<file path="config.mk">
export PLATFORM = sky130hd
export DESIGN_NAME = e_car_motion
export DESIGN_NICKNAME = d
export VERILOG_FILES = /design/src/rtl/e_car_motion_pkg.sv /design/src/rtl/e_cycle_timer.sv /design/src/rtl/e_car_motion.sv
export SDC_FILE = /design/constraint.sdc
export NUM_CORES = 1
export LEC_CHECK = 0
export CORE_MARGIN = 4
export CORE_UTILIZATION = 58
export DETAILED_ROUTE_END_ITERATION = 12
export PLACE_DENSITY = 0.83
export SETUP_SLACK_MARGIN = 0.4
export SYNTH_ARGS = -nofsm -noshare
export SYNTH_HDL_FRONTEND = slang
export SYNTH_SLANG_ARGS = --single-unit
export TNS_END_PERCENT = 30
</file>
<file path="constraint.sdc">
create_clock -name clk -period 4.8 [get_ports clk]
set_clock_uncertainty 0.05 [all_clocks]
set_input_delay 0.72 -clock clk [delete_from_list [all_inputs] [get_ports clk]]
set_output_delay 0.72 -clock clk [all_outputs]
set_load 0.03 [all_outputs]
</file>
<file path="src/rtl/e_car_motion_pkg.sv">
// Shared elevator definitions: floor count, one-hot floor constants,
// car state encoding and the floor-step helpers.
package e_car_motion_pkg;

    localparam int NUM_FLR = 4;
    localparam int CNT_W   = 8;

    typedef logic [NUM_FLR-1:0] flr_t;

    localparam flr_t FLR0 = 4'b0001;
    localparam flr_t FLR1 = 4'b0010;
    localparam flr_t FLR2 = 4'b0100;
    localparam flr_t FLR3 = 4'b1000;

    typedef enum logic [1:0] {
        IDLE = 2'd0,
        MOVE = 2'd1,
        DOOR = 2'd2
    } state_t;

    // True when a step in the given direction stays inside the shaft.
    function automatic logic can_step(input flr_t flr, input logic up);
        return up ? (flr != FLR3) : (flr != FLR0);
    endfunction

    // One-position shift of the one-hot floor; holds at the end floors.
    function automatic flr_t step_floor(input flr_t flr, input logic up);
        if (!can_step(flr, up))
            return flr;
        return up ? flr_t'(flr << 1) : flr_t'(flr >> 1);
    endfunction

    // Binary floor number of a one-hot floor value.
    function automatic logic [1:0] floor_num(input flr_t flr);
        case (flr)
            FLR1:    return 2'd1;
            FLR2:    return 2'd2;
            FLR3:    return 2'd3;
            default: return 2'd0;
        endcase
    endfunction

endpackage

</file>
<file path="src/rtl/e_cycle_timer.sv">
// Loadable down-counter with a zero flag; used for both travel and
// door timing. Counting stops at zero until the next load.
module e_cycle_timer
    import e_car_motion_pkg::*;
#(
    parameter int W = CNT_W
) (
    input  logic         clk,
    input  logic         rst,
    input  logic         load,
    input  logic         en,
    input  logic [W-1:0] value,
    output logic         zero
);

    logic [W-1:0] count;

    // Load has priority over counting; decrement saturates at zero.
    always_ff @(posedge clk) begin
        // NOTE: sequential state is written with non-blocking assignments so
        // every flop samples the pre-edge values of the others.
        if (rst)
            count <= '0;
        else if (load)
            count <= value;
        else if (en && count != '0)
            count <= count - 1'b1;
    end

    assign zero = (count == '0);

endmodule

</file>
<file path="src/rtl/e_car_motion.sv">
// Elevator car motion controller: latches floor requests, moves the car
// one floor per TRAVEL_CYC cycles in the direction supplied by the
// direction block, and holds the door open for DOOR_CYC cycles at each
// requested floor.
module e_car_motion
    import e_car_motion_pkg::*;
#(
    parameter int TRAVEL_CYC = 8,
    parameter int DOOR_CYC   = 4
) (
    input  logic               clk,
    input  logic               rst,
    input  logic [NUM_FLR-1:0] call,
    input  logic               dir,
    output logic [NUM_FLR-1:0] curFlr,
    output logic [NUM_FLR-1:0] pending,
    output logic               moving,
    output logic               door_open,
    output logic               arrive
);

    localparam logic [CNT_W-1:0] TRAVEL_LOAD = CNT_W'(TRAVEL_CYC - 1);
    localparam logic [CNT_W-1:0] DOOR_LOAD   = CNT_W'(DOOR_CYC - 1);

    state_t       state;
    logic         travel_zero;
    logic         door_zero;
    logic         step_ok;
    logic         at_step;
    logic         door_entry;
    logic         travel_load;
    flr_t         flr_after;
    flr_t         clr;
    flr_t         call_mask;
    flr_t         pending_nxt;

    e_cycle_timer #(.W(CNT_W)) u_travel_tmr (
        .clk   (clk),
        .rst   (rst),
        .load  (travel_load),
        .en    (state == MOVE),
        .value (TRAVEL_LOAD),
        .zero  (travel_zero)
    );

    e_cycle_timer #(.W(CNT_W)) u_door_tmr (
        .clk   (clk),
        .rst   (rst),
        .load  (door_entry),
        .en    (state == DOOR),
        .value (DOOR_LOAD),
        .zero  (door_zero)
    );

    // Next-state decisions: floor after a possible step, DOOR/MOVE entry,
    // and the pending update with the serviced-floor clear mask.
    always_comb begin
        // NOTE: every signal assigned here gets a default first so no path
        // leaves one unassigned and infers a latch.
        door_entry  = 1'b0;
        travel_load = 1'b0;
        step_ok     = can_step(curFlr, dir);
        at_step     = (state == MOVE) && travel_zero;
        flr_after   = at_step ? step_floor(curFlr, dir) : curFlr;

        case (state)
            IDLE: begin
                door_entry  = |(pending & curFlr);
                travel_load = !door_entry && (|pending);
            end
            MOVE: begin
                if (at_step) begin
                    door_entry  = |(pending & flr_after);
                    travel_load = !door_entry && (|pending);
                end
            end
            default: ;
        endcase

        // The open-door floor cannot be re-requested while it is open.
        call_mask   = (state == DOOR) ? ~curFlr : '1;
        clr         = door_entry ? flr_after : '0;
        pending_nxt = (pending | (call & call_mask)) & ~clr;
    end

    // Car FSM with registered floor, request latch and arrival pulse.
    always_ff @(posedge clk) begin
        if (rst) begin
            state   <= IDLE;
            curFlr  <= FLR0;
            pending <= '0;
            arrive  <= 1'b0;
        end else begin
            pending <= pending_nxt;
            arrive  <= 1'b0;
            case (state)
                IDLE: begin
                    if (door_entry)
                        state <= DOOR;
                    else if (travel_load)
                        state <= MOVE;
                end
                MOVE: begin
                    if (at_step) begin
                        curFlr <= flr_after;
                        arrive <= step_ok;
                        if (door_entry)
                            state <= DOOR;
                        else if (!travel_load)
                            state <= IDLE;
                    end
                end
                DOOR: begin
                    if (door_zero)
                        state <= IDLE;
                end
                default: state <= IDLE;
            endcase
        end
    end

    assign moving    = (state == MOVE);
    assign door_open = (state == DOOR);

endmodule

</file>
Yosys cells after proc, flatten, opt, wreduce, memory -nomap -nowiden
Index checks and enable logic that the tools add are counted.
Storage, ports and cells
  output and inout port bits: 11
  register bits: 27
  ROM bits: 0
  word-level logic and storage cells: 70
  bits in latches: 0
  memory bits (writable): 0
  memories kept: 0
  input port bits: 7
Operators by class
  shift operators: 0
  eq/ne operators: 8
  order comparisons: 0
  div/mod/pow operators: 0
  add/subtract/negate cells: 2
  bitwise gates (word level): 9
  mux-type cells: 21
  multiply operators: 0
  reduce and logical (&&, ||, !) cells: 22
Operators by type and width (count)
  4-bit two-way mux: 5
  4-bit bitwise AND: 4
  8-bit logical NOT: 2
  2-bit two-way mux: 8
  8-bit nonzero test: 2
  8-bit by 1-bit subtractor with 8-bit output (second input constant): 2
  4-bit OR reduction: 3
  4-bit NOT: 2
  3-bit two-way mux: 2
  3-bit != test (second input constant): 2
  2-bit case mux with 3 select lines: 1
  1-bit logical AND: 5
  2-bit != test (second input constant): 2
  4-bit by 1-bit != test with 1-bit output (second input constant): 1
  4-bit != test (second input constant): 1
  4-bit OR: 1
  1-bit case mux with 2 select lines: 2
  4-bit AND reduction: 1
  2-bit nonzero test: 2
  2-bit OR reduction: 2
  1-bit two-way mux: 3
  3-bit OR reduction: 1
  2-bit by 1-bit equality test with 1-bit output (second input constant): 1
  2-bit equality test (second input constant): 1
  4 further kinds: 6

Depth between registers and ports, before layout
  depth in word-level cells: 14
  gate-level depth with buffers: 8
  gate-level depth less buffers: 8

Cells and area by module
A second synthesis with hierarchy kept.
Second synthesis, totals
  cells, all modules: 209
  area total of the unflattened synthesis: 1785.5 sq um
Modules (own cells, without submodules)
  e_cycle_timer: cells each 59, times used 2, area each 515.5 sq um, seq. area each 160.2 sq um
  e_car_motion: cells each 91, times used 1, area each 754.5 sq um, seq. area each 220.2 sq um

Worst setup path before layout
Ideal clock, no wire load.
  path kind: register -> register
  start point: reg state[1]
  end point: reg u_door_tmr.count[6]
  cell stages (with the launch flop): 7
  arrival: 2.409 ns
  required time: 4.672 ns
  slack: 2.263 ns
  period minus slack after synthesis: 2.537 ns
  library setup time: 0.078 ns
  buffers on the path: 0
  path through: dfxtp_1 nor2b_1 a21boi_1 nand2_1 or4b_2 xor2_1 nor3_1
On the way
  elaborated cells on any way between the ends: 11
  those cells by class: eq/ne: 2; mux: 3; bitwise: 1; reduce/logical: 5
RTL lines
  start, declared: line e_car_motion.sv:25  | state_t state;
  start signal, assigned: line e_car_motion.sv:89  | state <= IDLE;
  start signal, assigned: line e_car_motion.sv:99  | state <= DOOR;
  start signal, assigned: line e_car_motion.sv:101  | state <= MOVE;
  2-bit equality test
  named net door_open: line e_car_motion.sv:18  | output logic door_open,
  1-bit logical AND: line e_cycle_timer.sv:26  | else if (en && count != '0)
  end signal, assigned: line e_cycle_timer.sv:25  | count <= value;
  end signal, assigned: line e_cycle_timer.sv:27  | count <= count - 1'b1;
  end, declared: line e_cycle_timer.sv:16  | logic [W-1:0] count;
The timed path passes the listed nets, and every way through them passes these cells.
A chain may end at the register's enable or synchronous reset.

Worst setup path after layout
  start point: reg u_travel_tmr.count[0]
  end point: reg pending[3]
On the way
  word-level cells in the longest chain between the ends: 10
RTL lines
  start, declared: line e_cycle_timer.sv:16
  start signal, assigned: line e_cycle_timer.sv:25
  start signal, assigned: line e_cycle_timer.sv:27
  8-bit logical NOT *: line e_cycle_timer.sv:30  | assign zero = (count == '0);
  1-bit logical AND *: line e_car_motion.sv:63  | at_step = (state == MOVE) && travel_zero;
  4-bit two-way mux: line e_car_motion.sv:64  | flr_after = at_step ? step_floor(curFlr, dir) : curFlr;
  4-bit bitwise AND: line e_car_motion.sv:73  | door_entry = |(pending & flr_after);
  4-bit OR reduction: line e_car_motion.sv:73
  1-bit two-way mux: line e_car_motion.sv:72  | if (at_step) begin
  1-bit case mux with 2 select lines: line e_car_motion.sv:66  | case (state)
  4-bit two-way mux *: line e_car_motion.sv:82  | clr = door_entry ? flr_after : '0;
  4-bit NOT *: line e_car_motion.sv:83  | pending_nxt = (pending | (call & call_mask)) & ~clr;
  4-bit bitwise AND *: line e_car_motion.sv:83
  end signal, assigned: line e_car_motion.sv:94  | pending <= pending_nxt;
  end, declared: line e_car_motion.sv:16  | output logic [NUM_FLR-1:0] pending,
Mark *: on every way between the ends. The rest lies on a longest branch, timed or not.

==> results.ini <==
[detailed_routing]
num_vias = 1246
viasPerCell = 5.93
dr.pass1.iters = 4
drt-wirelength-per-cell_um = 15.0
drt-total-wl_um = 3160
remaining_drc_errors = 0
postRouteAntennaNets = 0
drt_iter0_drc = 54

[sta]
min_period_over_period_pct = 59.7
rsz0062_at_grt = no
final.min_clock_period_ns = 2.87
final.setup.tns_ns = 0
slew_headroom_pct = 56.6
maxSlewViolCount = 0
worst_pin_slew_ns = 0.642
finalSetupViolations = 0
timing.final.ws_setup_ns = 1.93
final-hold-violation-count = 0
fmaxAchievable_mhz = 349

[clock_tree]
clk_pin_slew_ns = 0.15
hold_buffers = 0
clk_latency_ns = 0.32
htreeDepth = 1
ctsLongestPathBuffers = 2
cts_sinks = 27
cts_made_buffers = 3
cts_resized = 0
cts_tree = built
cts_setup_buffers = 0
cts_root_buf = clkbuf_4

[critical_path]
end_kind = register
worstPathArrival_ns = 3.06
start_kind = register
worstSetupPathType = register to register
required_ns = 4.99
cp_max_fo = 7

[floorplan]
fp.coreArea_um2 = 2280
io_pins = 18
initial_core_util_pct = 63.2
die-area_um2 = 3340
die_w_um = 57.8
row_count = 17
die_h_um = 57.8

[synth]
async_flop_share_pct = 0
ys_seq_area_share_pct = 37.6
synth_cell_types = 42
synth.avg_cell_area_um2 = 8.77
ys.flop_type = dfxtp_1
ys_warn_count = 0
syn_area_um2 = 1440
synth_most_common_cell = dfxtp_1
synth.top_cell.area_share_pct = 37.6
synthTopCellsByArea = dfxtp_1, xor2_1, a211oi_1, nand2_1, xnor2_1
synth_common_cells = dfxtp_1, nand2_1, nor2_1
synth_edf_count = 0
synth_fp_nets = 175
synth_seq_cells = 27
synth_area_leader_cell = dfxtp_1
syn_inst = 164

[pwr]
irDropWorstVdd_mv = 0.382
power_mw = 0.969
powerDensity_nw_per_um2 = 584
p_leak_nw = 0.600

[final_layout]
syn_to_final_growth_pct = 15.4
drive_above_1_share_pct = 8.79
final_util_pct = 72.9
antenna_cells = 0
fin_cells = 210
nets = 194

[hold_path]
hold_path_class = register to register

[grt]
gr-total-overflow = 0
track_usage_pct = 19.6
grt_pass1_wl_um = 5290
antenna_found_initial = 0
grt_max_degree = 19
grt_pass1_vias = 1237

[placed_design]
io_buffers = 17
dpl_worst_slack_ns = 1.91
gp_congestion = 0.865
dp.cells = 206
dp_hpwl_um = 2430

[status]
status = finished, final reports clean

[flow_run]
cap_violations = 0

-- final timing paths --
path,cells past startpoint,startpoint,to,slack (ns)
worst min-delay path,2,u_door_tmr.count[6]$_SDFFE_PP0P_,u_door_tmr.count[6]$_SDFFE_PP0P_,0.52
worst min register to register,2,u_door_tmr.count[6]$_SDFFE_PP0P_,u_door_tmr.count[6]$_SDFFE_PP0P_,0.52
worst max register to register,8,u_travel_tmr.count[0]$_SDFFE_PP0P_,pending[3]$_SDFF_PP0_,1.93
worst max-delay path,8,u_travel_tmr.count[0]$_SDFFE_PP0P_,pending[3]$_SDFF_PP0_,1.93
-- worst max-delay path, cell delays in order, from the launching register on --
cell       delay [ns]
dfxtp_1          0.36
inv_1            0.11
ha_1             0.16
nor3b_1          0.45
nand3_1          0.26
a211o_1          0.41
a2111oi_4        0.52
o21ai_2          0.21
a211oi_1         0.27
-- cell type report --
type,instances,area (um^2)
multi-input combinational,125,852
clock buffer,3,22.5
fill,166,617
clock inverter,1,5.00
sequential,27,541
tap,28,35.0
inverter,9,33.8
timing repair buffer,17,170
-- cells in the final DEF, fill, tap and decap left out, types with 2 or more instances in the layout --
cell type        netlist  final
or3_1                  2      2
nand3_1                2      2
nor4b_1                2      2
ha_1                   4      4
a211oi_1               8      8
nor3_1                10     10
and2_1                 2      2
inv_1                  9      9
nor4_1                 4      4
a31oi_1                3      3
nand2_1               14     14
clkdlybuf4s50_1        0     17
o21ba_2                3      3
xor2_1                 8      8
dfxtp_1               27     27
nand2b_1               4      4
xnor2_1                6      6
o21ai_0                3      3
a22oi_1                2      2
nor2b_1                4      4
nor2_1                13     13
nor3b_1                2      2
a21oi_1               10     10
clkbuf_4               0      3
-- cells by family after synthesis --
family | share of synthesized area [%]
multiplexers | 1.48
flip-flops | 37.6
AO/OA/AOI/OAI | 20.4
adder cells (fa/ha/maj) | 3.48
buffers and inverters | 3.13
AND/OR/NAND/NOR | 25.4
XOR/XNOR | 8.53
-- registers in the layout, summed over array words and instances, names as in the netlist --
name	flops
u_travel_tmr.count	8
arrive	1
u_door_tmr.count	8
pending	4
curFlr	4
state	2
-- metrics by stage --
stage / area (um^2) / hold slack [ns]
global placement: 1630 / 0.485
detailed placement: 1630 / 0.496
floorplan: 1440 / 0.450
CTS: 1660 / 0.521
global route: 1660 / 0.556
finish: 1660 / 0.524
-- per-layer routing --
metal / vias to the layer above / share of wire [%] / GRT usage (%)
li1: 630 / - / -
met1: 583 / 47 / 25.1
met2: 29 / 50 / 34.4
met3: 4 / 2.8 / 2.67
met4: 0 / 1.0 / 5.30
met5: - / 0 / 0
-- report_power, final --
group	internal [mW]	leakage, nW	switching, mW
clock network	0.0312	0.0177	0.0661
logic	0.215	0.361	0.313
registers	0.279	0.221	0.0640
(Power assumes the default switching activity.)
